### config.mk
export PLATFORM = sky130hd
export DESIGN_NAME = mem_arbiter
export DESIGN_NICKNAME = d
export VERILOG_FILES = /design/src/rtl/mem_arbiter.sv
export SDC_FILE = /design/constraint.sdc
export NUM_CORES = 1
export LEC_CHECK = 0
export ABC_AREA = 0
export BUFFER_PORTS_ARGS = -buffer_cell sky130_fd_sc_hd__buf_4
export CAP_MARGIN = 5
export CORE_MARGIN = 3
export CORE_UTILIZATION = 47
export CTS_CLUSTER_SIZE = 30
export DETAILED_ROUTE_END_ITERATION = 10
export PLACE_DENSITY = 0.9
export SYNTH_ARGS = -nofsm -noshare
export SYNTH_HDL_FRONTEND = slang
export SYNTH_SLANG_ARGS = --single-unit
### constraint.sdc
create_clock -name clk -period 1.5 [get_ports clk]
set_clock_uncertainty 0.05 [all_clocks]
set_input_delay 0.075 -clock clk [delete_from_list [all_inputs] [get_ports clk]]
set_output_delay 0.075 -clock clk [all_outputs]
set_load 0.03 [all_outputs]
### src/rtl/mem_arbiter.sv
// Two-requester round-robin arbiter in front of a single-port memory.
// Each command takes three cycles: IDLE (arbitrate and latch),
// ACCESS (one memory strobe), RESP (capture read data), then ack on
// return to IDLE.
//
// Ports:
//   clk, reset              clock; synchronous active-high reset
//   req/we/addr/wdata{0,1}  requester commands, held until ack
//   ack{0,1}, rdata{0,1}    one-cycle completion pulse and read result
//   mem_read, mem_write     memory strobes, high only in ACCESS
//   mem_addr, mem_data_in   memory address / write data, held between commands
//   mem_data_out            memory read data, valid in the cycle after mem_read
//   busy                    high whenever the FSM is not in IDLE
module mem_arbiter #(
  parameter int ADDR_W = 5,
  parameter int DATA_W = 8
) (
  input  logic              clk,
  input  logic              reset,
  input  logic              req0,
  input  logic              req1,
  input  logic              we0,
  input  logic              we1,
  input  logic [ADDR_W-1:0] addr0,
  input  logic [ADDR_W-1:0] addr1,
  input  logic [DATA_W-1:0] wdata0,
  input  logic [DATA_W-1:0] wdata1,
  output logic              ack0,
  output logic              ack1,
  output logic [DATA_W-1:0] rdata0,
  output logic [DATA_W-1:0] rdata1,
  output logic              mem_read,
  output logic              mem_write,
  output logic [ADDR_W-1:0] mem_addr,
  output logic [DATA_W-1:0] mem_data_in,
  input  logic [DATA_W-1:0] mem_data_out,
  output logic              busy
);

  typedef enum logic [1:0] {IDLE, ACCESS, RESP} state_t;

  state_t state, state_nx;

  logic elig0, elig1;
  logic grant_vld, grant_idx;
  logic last_grant;   // index of the requester granted most recently
  logic lat_idx;      // requester owning the command in flight
  logic lat_we;       // command in flight is a write

  // A requester being acked this cycle still holds its old command on
  // req, so it is masked for one cycle to avoid re-issuing it.
  always_comb begin
    state_nx  = state;
    elig0     = req0 & ~ack0;
    elig1     = req1 & ~ack1;
    grant_vld = elig0 | elig1;
    grant_idx = (elig0 & elig1) ? ~last_grant : elig1;
    case (state)
      IDLE:    if (grant_vld) state_nx = ACCESS;
      ACCESS:  state_nx = RESP;
      RESP:    state_nx = IDLE;
      default: state_nx = IDLE;
    endcase
  end

  always_ff @(posedge clk) begin
    if (reset) state <= IDLE;
    else       state <= state_nx;
  end

  always_ff @(posedge clk) begin
    if (reset) begin
      ack0        <= 1'b0;
      ack1        <= 1'b0;
      mem_read    <= 1'b0;
      mem_write   <= 1'b0;
      busy        <= 1'b0;
      mem_addr    <= '0;
      mem_data_in <= '0;
      rdata0      <= '0;
      rdata1      <= '0;
      last_grant  <= 1'b1;  // requester 0 wins the first tie
      lat_idx     <= 1'b0;
      lat_we      <= 1'b0;
    end else begin
      ack0      <= 1'b0;
      ack1      <= 1'b0;
      mem_read  <= 1'b0;
      mem_write <= 1'b0;
      busy      <= (state_nx != IDLE);
      case (state)
        IDLE: if (grant_vld) begin
          last_grant <= grant_idx;
          lat_idx    <= grant_idx;
          lat_we     <= grant_idx ? we1 : we0;
          // mem_addr / mem_data_in double as the command latch, so they
          // are already stable when the strobe rises in ACCESS.
          mem_addr   <= grant_idx ? addr1 : addr0;
          if (grant_idx ? we1 : we0)
            mem_data_in <= grant_idx ? wdata1 : wdata0;
          mem_write  <= grant_idx ? we1 : we0;
          mem_read   <= grant_idx ? ~we1 : ~we0;
        end
        RESP: begin
          if (lat_idx) ack1 <= 1'b1;
          else         ack0 <= 1'b1;
          if (!lat_we) begin
            if (lat_idx) rdata1 <= mem_data_out;
            else         rdata0 <= mem_data_out;
          end
        end
        default: ;
      endcase
    end
  end

endmodule

==> metrics <==
list of most frequent post-synthesis cells 39 x dfxtp_1, 24 x nand2_1, 16 x mux2i_1, 16 x nand2b_1, 15 x nor2_1; CP Capture Type flip-flop; ys flop type dfxtp_1; Row Count 21; drt pass-1 iters 4; final worst slack 60.2 ps; CP max stage cell or4b_1; Layout area overhead 44.7%; period utilisation layout 96.0%; Placeable Area 3440 um^2; H-Tree Depth 2; critical-path cell list or4b_1 > nand2_1 > a21oi_1; Die Area 4450 um^2; Crit path largest cell delay 650 ps; Power Density 1010 nW/um^2; crit-path max FO 8; TritonCTS buffer count 5; initial drt markers 82; worst r2r path cells 3; Worst EP arrival 1540 ps; initial antenna violation count 0; worst hold slack 3.50 ps; synth top area cells dfxtp_1 45%, mux2i_1 9.2%, a221oi_2 6.9%; final hold viol count 0; sequential element share of the synthesized area 45.1%; area of the multi-input gates 863 um^2; routed wire length per instance 13.1 um; clk slew on worst S/H paths 80 ps; final WL 4010 um; Peak Freq 695 MHz; Mapped Nets 216; Setup-failing EPs final 0; placed cell area 2320 um^2; CP Launch Type flip-flop; pre-CTS WS 60.6 ps; LEAKAGE 0.00109 uW; TritonCTS clock tree built; Die Height 66.7 um; flops & latches, synth 39; first-pass GRT wire length 6350 um; hold path depth 3; Post-CTS Setup Bufs 0; Syn Inst Count 176; Total Nets Final 298; Pins Over Slew Limit 0; Clock Latency Late Sink 280 ps; pin count of the biggest net entering global routing 39; root buf cell clkbuf_8; width of the chip 66.7 um; Design Area, Final 2510 um^2; number of flops mapped to enable cells by yosys 0; clk buf depth 2; Data required, critical path 1600 ps; final std cells w/o fill 305; most frequent cell after synthesis dfxtp_1; DR vias/cell 5.02; Power Total 2540 uW; Final ANT Viol Nets 0; Max VDD drop 0.000626 V; gpl congestion 0.756; Crit Path Class reg -> reg; ys async rst share 0%; Syn. warnings 0; drt drc 0; DP Cell Count 290; Avg Inst Size Synth 9.85 um^2; Congestion Overflow GR 0; Hold/Removal Path Class in -> reg; outcome completed; Synth Cell Area 1730 um^2; FF+latch area 785 um^2; total clock sinks 39; fin crit period 1440 ps; Synth cell types 33; port bufs 73; I/O pin count 74; Worst-Margin Slew 422 ps; Slew Limit Headroom 71.8%; DP HPWL 2860 um; share of layout cells above drive strength 1 42.5%; Tot GR Track Use 18.7%; ant diodes 0; Initial Util 50.3%; dominant cell type by area after synthesis dfxtp_1; total of max-cap violations 0; post-synth top area share 45.1%; DR vias 1532; FILL cells 250; vias in the first global route 1442
## worst paths after layout
kind	from	slack [ps]	endpoint
setup / recovery	state[0]$_SDFF_PP0_	60	rdata0[5]$_SDFFE_PP0P_
hold / removal	mem_data_out[6]	3	rdata1[6]$_SDFFE_PP0P_
setup reg to reg	state[0]$_SDFF_PP0_	60	rdata0[5]$_SDFFE_PP0P_
hold reg to reg	mem_data_in[4]$_SDFFE_PP0P_	410	mem_data_in[4]$_SDFFE_PP0P_
## logic make-up after synthesis
family / synth area share (%)
multiplexers: 9.24
buffers and inverters: 5.78
AND/OR/NAND/NOR: 25.0
flip-flops: 45.1
AO/OA/AOI/OAI: 14.9
## metrics by stage
step | setup TNS [ps] | util [%]
3_3_place_gp | 0 | 67.4
6_report | 0 | 72.8
3_5_place_dp | 0 | 67.4
5_1_grt | -6.06 | 72.8
2_1_floorplan | 0 | -
4_1_cts | 0 | 72.5
## layer usage
metal / share of wire (%) / track usage [%] / up-vias
met3: 4.1 / 3.88 / 7
met1: 41 / 22.0 / 716
li1: - / - / 772
met5: 0 / 0 / -
met2: 53 / 32.4 / 37
met4: 1.9 / 8.38 / 0
## state kept, by name (all words and copies together), names as in the netlist
name	cells
lat_idx	1
mem_read	1
rdata1	8
mem_data_in	8
state	2
ack1	1
mem_addr	5
last_grant	1
busy	1
mem_write	1
rdata0	8
lat_we	1
ack0	1
## cell type report
class | instances | share of cell area (%)
clock inverter | 1 | 0.299
timing repair buffer | 85 | 26.6
clock buffer | 7 | 3.84
multi-input combinational | 119 | 34.4
tap | 46 | 2.30
sequential | 39 | 31.3
inverter | 8 | 1.20
## what timing repair did
action	in CTS	in global routing
endpoints found under the setup margin	0	9
hold buffers	7	0
hold endpoints to repair	12	0
resized for setup	0	3
## placed cells by master, fill, tap and decap left out, drive strengths merged
cell type | synthesis | layout
inv | 8 | 8
nand2 | 25 | 25
a21oi | 10 | 10
or4b | 1 | 1
and4bb | 1 | 1
nor3b | 1 | 1
and3 | 1 | 1
a311oi | 5 | 5
o21ai | 2 | 2
and2b | 1 | 1
dlygate4sd3 | 0 | 7
nor2 | 16 | 16
nor2b | 1 | 1
a21boi | 1 | 1
mux2i | 16 | 16
a221oi | 8 | 8
buf | 7 | 78
nand3b | 2 | 2
nor4 | 1 | 1
nor4bb | 1 | 1
or2 | 1 | 1
o21a | 1 | 1
clkinvlp | 0 | 1
nand3 | 6 | 6
dfxtp | 39 | 39
nor4b | 2 | 2
nand2b | 16 | 16
clkbuf | 3 | 7
## worst max-delay path, delay by kind of cell, from the launching register on
kind	cells	cell delay (ps)
AOI/OAI and AO/OA	1	80
and+or+nand+nor	2	780
DFF	1	390
## where the power goes
group	switching, uW	internal (uW)	leakage, uW	total, uW
clock network	349	418	0.0000505	767
logic	332	287	0.000721	619
registers	44.1	1110	0.000320	1150
No activity file was read; power rests on OpenSTA's default activity.
